==> src/rtl/button_step_gen.sv <==
// Pushbutton conditioner: synchronizer, debounce FSM and one-pulse step output for the counter enable.
// Optional hold-to-repeat pulses are built when BTN_AUTOREPEAT_EN is defined.
module button_step_gen #(
   parameter int SYNC_STAGES     = 2,
   parameter int DEBOUNCE_CYCLES = 500000,
   parameter int DB_W            = 20,
   parameter int REPEAT_DELAY    = 50000000,
   parameter int REPEAT_RATE     = 10000000,
   parameter int RPT_W           = 26
) (
   input  logic clk,
   input  logic reset,
   input  logic btn_in,
   output logic en_out,
   output logic btn_level
);

   typedef enum logic [1:0] {
      IDLE         = 2'd0,
      PRESS_WAIT   = 2'd1,
      PRESSED      = 2'd2,
      RELEASE_WAIT = 2'd3
   } state_t;

   localparam logic [DB_W-1:0] DB_MAX = DB_W'(DEBOUNCE_CYCLES);
   localparam logic [DB_W-1:0] DB_ONE = DB_W'(1);

   logic [SYNC_STAGES-1:0] sync_r;
   logic                   btn_s;
   state_t                 state_r;
   state_t                 state_nxt_s;
   logic [DB_W-1:0]        db_cnt_r;
   logic [DB_W-1:0]        db_cnt_nxt_s;
   logic                   press_acc_s;
   logic                   rpt_pulse_s;

   // Input synchronizer shift chain; btn_in is sampled nowhere else
   always_ff @(posedge clk or posedge reset) begin
      if (reset) begin
         sync_r <= '0;
      end else begin
         sync_r <= {sync_r[SYNC_STAGES-2:0], btn_in};
      end
   end

   assign btn_s = sync_r[SYNC_STAGES-1];

   // Debounce state and counter registers
   always_ff @(posedge clk or posedge reset) begin
      if (reset) begin
         state_r  <= IDLE;
         db_cnt_r <= '0;
      end else begin
         state_r  <= state_nxt_s;
         db_cnt_r <= db_cnt_nxt_s;
      end
   end

   // Debounce next-state logic; counter holds at its terminal value once a level is accepted
   always_comb begin
      state_nxt_s  = state_r;
      db_cnt_nxt_s = db_cnt_r;
      press_acc_s  = 1'b0;
      case (state_r)
         IDLE: begin
            if (btn_s) begin
               state_nxt_s  = PRESS_WAIT;
               db_cnt_nxt_s = DB_ONE;
            end else begin
               db_cnt_nxt_s = '0;
            end
         end
         PRESS_WAIT: begin
            if (!btn_s) begin
               state_nxt_s  = IDLE;
               db_cnt_nxt_s = '0;
            end else if (db_cnt_r == DB_MAX) begin
               state_nxt_s = PRESSED;
               press_acc_s = 1'b1;
            end else begin
               db_cnt_nxt_s = db_cnt_r + DB_ONE;
            end
         end
         PRESSED: begin
            if (!btn_s) begin
               state_nxt_s  = RELEASE_WAIT;
               db_cnt_nxt_s = DB_ONE;
            end else begin
               state_nxt_s = PRESSED;
            end
         end
         RELEASE_WAIT: begin
            // A bounce back high returns to PRESSED silently, so release bounce never pulses
            if (btn_s) begin
               state_nxt_s = PRESSED;
            end else if (db_cnt_r == DB_MAX) begin
               state_nxt_s  = IDLE;
               db_cnt_nxt_s = '0;
            end else begin
               db_cnt_nxt_s = db_cnt_r + DB_ONE;
            end
         end
         default: begin
            state_nxt_s  = IDLE;
            db_cnt_nxt_s = '0;
         end
      endcase
   end

`ifdef BTN_AUTOREPEAT_EN
   localparam logic [RPT_W-1:0] RPT_DELAY_C = RPT_W'(REPEAT_DELAY);
   localparam logic [RPT_W-1:0] RPT_RATE_C  = RPT_W'(REPEAT_RATE);
   localparam logic [RPT_W-1:0] RPT_ONE     = RPT_W'(1);

   logic [RPT_W-1:0] rpt_cnt_r;
   logic [RPT_W-1:0] rpt_cnt_nxt_s;
   logic             rpt_first_r;
   logic             rpt_first_nxt_s;
   logic [RPT_W-1:0] rpt_target_s;

   // Repeat counter registers
   always_ff @(posedge clk or posedge reset) begin
      if (reset) begin
         rpt_cnt_r   <= '0;
         rpt_first_r <= 1'b0;
      end else begin
         rpt_cnt_r   <= rpt_cnt_nxt_s;
         rpt_first_r <= rpt_first_nxt_s;
      end
   end

   // rpt_cnt_r counts cycles since the last pulse; it restarts at 1 on every pulse so it never passes the target
   always_comb begin
      rpt_cnt_nxt_s   = rpt_cnt_r;
      rpt_first_nxt_s = rpt_first_r;
      rpt_pulse_s     = 1'b0;
      rpt_target_s    = rpt_first_r ? RPT_RATE_C : RPT_DELAY_C;
      if (press_acc_s) begin
         rpt_cnt_nxt_s   = RPT_ONE;
         rpt_first_nxt_s = 1'b0;
      end else if (state_nxt_s == IDLE) begin
         rpt_cnt_nxt_s   = '0;
         rpt_first_nxt_s = 1'b0;
      end else if (state_r == PRESSED) begin
         if (rpt_cnt_r == rpt_target_s) begin
            rpt_pulse_s     = 1'b1;
            rpt_cnt_nxt_s   = RPT_ONE;
            rpt_first_nxt_s = 1'b1;
         end else begin
            rpt_cnt_nxt_s = rpt_cnt_r + RPT_ONE;
         end
      end else begin
         rpt_cnt_nxt_s = rpt_cnt_r;
      end
   end
`else
   assign rpt_pulse_s = 1'b0;
`endif

   // Registered outputs; btn_level follows the state being entered
   always_ff @(posedge clk or posedge reset) begin
      if (reset) begin
         en_out    <= 1'b0;
         btn_level <= 1'b0;
      end else begin
         en_out    <= press_acc_s | rpt_pulse_s;
         btn_level <= (state_nxt_s == PRESSED) || (state_nxt_s == RELEASE_WAIT);
      end
   end

endmodule

==> config.mk <==
export PLATFORM = sky130hd
export DESIGN_NAME = button_step_gen
export DESIGN_NICKNAME = d
export VERILOG_FILES = /design/src/rtl/button_step_gen.sv
export SDC_FILE = /design/constraint.sdc
export NUM_CORES = 1
export LEC_CHECK = 0
export CORE_MARGIN = 3
export CORE_UTILIZATION = 25
export CTS_CLUSTER_DIAMETER = 150
export DETAILED_ROUTE_END_ITERATION = 10
export PLACE_DENSITY = 0.42
export REMOVE_ABC_BUFFERS = 1
export SLEW_MARGIN = 25
export SYNTH_ARGS = -nofsm -noshare
export SYNTH_HDL_FRONTEND = slang
export SYNTH_SLANG_ARGS = --single-unit
==> constraint.sdc <==
create_clock -name clk -period 2.3 [get_ports clk]
set_input_delay 0.23 -clock clk [delete_from_list [all_inputs] [get_ports clk]]
set_output_delay 0.23 -clock clk [all_outputs]
set_load 0.02 [all_outputs]
==> results.toml <==
[placed_design]
place.detailed.hpwl_um = 2575
globalplace.congestion = 0.8072
port_buffers = 4
placed_cells = 239

[job]
drv_cap = 0

[logic_synthesis]
synth-warning-count = 0
synth_cells = 164
synth_ff_type = "dfrtp_1"
syn_area_um2 = 1495
synth_cell_types = 44
ys_async_sr_fraction_pct = 100.0
synth_seq_cells = 25
synth_edf_count = 0
synth.avg_cell_area_um2 = 9.117
synth_seq_area_share_pct = 41.84

[route]
first_iter_violations = 57
avgViaCountPerCell = 5.058
firstDrtPassIters = 6
antenna_left = 0
wl_um = 3510
drc = 0
wl_per_cell_um = 14.44
vias = 1229

[timing]
drv_slew = 0
slew_headroom_pct = 63.79
setup_tns_ps = 0
timing.fmax_ghz = 0.4841
rsz0062_at_grt = "false"
fin_skew_ps = 8.047
setup_viol = 0
min_period_over_period_pct = 89.81
min_period_ps = 2066
tightest_slew_ps = 542.0
hold_viol_final = 0

[clocking]
post_cts_buffers = 0
htree_levels = 1
cts_num_sinks = 25
clk_pin_slew_ps = 100
cts.path.max_buffers = 2
cts_resized = 0
cts_buffers = 3
cts_tree = "done"
clock_latency_ps = 270
root_buffer = "clkbuf_8"
postCtsHoldBufs = 0

[setup_path]
cp-end-kind = "register"
start_kind = "register"
path_class = "register to register"
crit_fanout = 7
arrival_ps = 2210
worstPathRequired_ps = 2440

[grt]
grt_pass1_wl_um = 5940
grt_pass1_vias = 1219
grt-ovfl-total = 0
grt_max_degree = 26
grt_antenna_before_repair = 0
grt_usage_pct = 10.38

[floorplan]
die_x_um = 83.34
core-area_um2 = 5642
pin_count = 5
die_h_um = 83.34
initial_core_util_pct = 26.50
rows = 27
dieArea_um2 = 6945

[power_and_ir_drop]
powerDensity_nw_per_um2 = 460.8
p_leak_nw = 0.6698
ir_drop_mv = 0.2731

[final_layout]
nets = 177
diodes = 0
syn_to_final_growth_pct = 13.14
fin_cells = 243
drive_gt1_share_pct = 16.37

[outcome]
outcome = "finished clean"

[min_path]
hold_class = "input port to asynchronous set/reset pin"
==> placed cells by master, fill, tap and decap left out, drive strengths merged, types with 3 or more instances in the layout <==
| cell | instances |
|---|---|
| a21oi | 3 |
| a22o | 4 |
| and2 | 5 |
| buf | 7 |
| clkbuf | 3 |
| clkdlybuf4s50 | 4 |
| dfrtp | 25 |
| inv | 5 |
| nand2 | 22 |
| nand3 | 8 |
| nand4 | 8 |
| nor2 | 14 |
| nor3 | 5 |
| nor4 | 6 |
| o211ai | 4 |
| o21ai | 9 |
| or2 | 3 |
| or3 | 3 |
| xor2 | 8 |
==> state kept, by name, indices dropped and copies added, names as in the netlist <==
name and count:
btn_level 1, db_cnt_r 20, en_out 1, state_r 1
sync_r 2
==> per-layer routing <==
layer / up-vias / global-route usage (%) / share of wire, % / wire (um)
li1: 604 / - / - / -
met1: 598 / 13.94 / 50 / 1760
met2: 25 / 16.62 / 46 / 1621
met3: 2 / 2.083 / 2.5 / 89
met4: 0 / 3.418 / 1.1 / 38
met5: - / 0 / 0 / 0
==> critical path, cell delays in order, from the launching register on <==
cell and delay [ps]:
dfrtp_1 430, ha_1 270, nand2_1 140, or3_1 500, or2_2 340, a21oi_1 150
o21ai_0 110
==> synth_stat cells, types with 2 or more instances <==
cell type | count | area share [%]
a21o_1 | 2 | 1.0
a21oi_1 | 3 | 1.0
a22o_1 | 3 | 1.8
a31o_2 | 2 | 1.2
and2_1 | 4 | 1.7
buf_2 | 3 | 1.0
clkbuf_1 | 4 | 1.0
dfrtp_1 | 25 | 42
ha_1 | 2 | 1.7
inv_1 | 5 | 1.3
nand2_1 | 22 | 5.5
nand2b_1 | 2 | 0.84
nand3_1 | 8 | 2.7
nand4_1 | 6 | 2.5
nor2_1 | 12 | 3.0
nor2_2 | 2 | 0.84
nor3_1 | 5 | 1.7
nor3b_1 | 2 | 1.0
nor4_1 | 4 | 1.7
nor4_2 | 2 | 1.7
o211ai_1 | 4 | 2.0
o21ai_0 | 8 | 2.7
o31a_1 | 2 | 1.2
or2_2 | 3 | 1.3
or3_1 | 3 | 1.3
xor2_1 | 8 | 4.7
==> area by class of cell <==
| class | count | area (um2) |
|---|---|---|
| inverters | 5 | 18.77 |
| flip-flops and latches | 25 | 625.6 |
| well taps | 72 | 90.09 |
| fillers | 586 | 3950 |
| repair buffers | 11 | 92.59 |
| clock buffers | 3 | 41.29 |
| multi-input cells | 126 | 815.8 |
| clock inverters | 1 | 7.507 |
==> final timing paths <==
check / start / to / cells past startpoint / slack (ps)
setup reg to reg: db_cnt_r[0] / db_cnt_r[10] / 6 / 230
setup / recovery: db_cnt_r[0] / db_cnt_r[10] / 6 / 230
min in group clk: sync_r[0] / sync_r[1] / 0 / 360
hold / removal: reset / state_r[0] / 3 / 300
hold reg to reg: sync_r[0] / sync_r[1] / 0 / 360
max in group asynchronous: reset / db_cnt_r[6] / 3 / 1750
==> power breakdown <==
group          switching [mW]  internal, mW  total, mW  leakage [nW]
clock                   0.153         0.123      0.276        0.0217
combinational          0.0292        0.0181     0.0473         0.308
sequential             0.0115         0.445      0.456         0.340
==> through the flow <==
step | hold slack [ps] | util [%] | power (mW) | cell area, um2 | setup slack, ps
after floorplan | 257.3 | - | 0.4926 | 1460 | 548.3
after global placement | 342.6 | 29.12 | 0.5122 | 1643 | 212.7
after detailed placement | 340.3 | 29.12 | 0.5129 | 1643 | 242.4
after CTS | 308.1 | 29.98 | 0.7901 | 1692 | 224.3
after global routing | 338.8 | 29.98 | 0.8179 | 1692 | 70.47
final | 295.6 | 29.98 | 0.7795 | 1692 | 234.5
==> cell families after synthesis <==
| group | after synthesis | synth area share [%] |
|---|---|---|
| and+or+nand+nor | 84 | 32.30 |
| AOI/OAI and AO/OA | 31 | 15.15 |
| DFF | 25 | 41.84 |
| buffers and inverters | 13 | 3.598 |
| xor gates and xnor gates | 8 | 4.686 |
| adders and majority gates | 2 | 1.673 |
| muxes | 1 | 0.7531 |
Note: power is estimated with default switching activity, not from simulation.
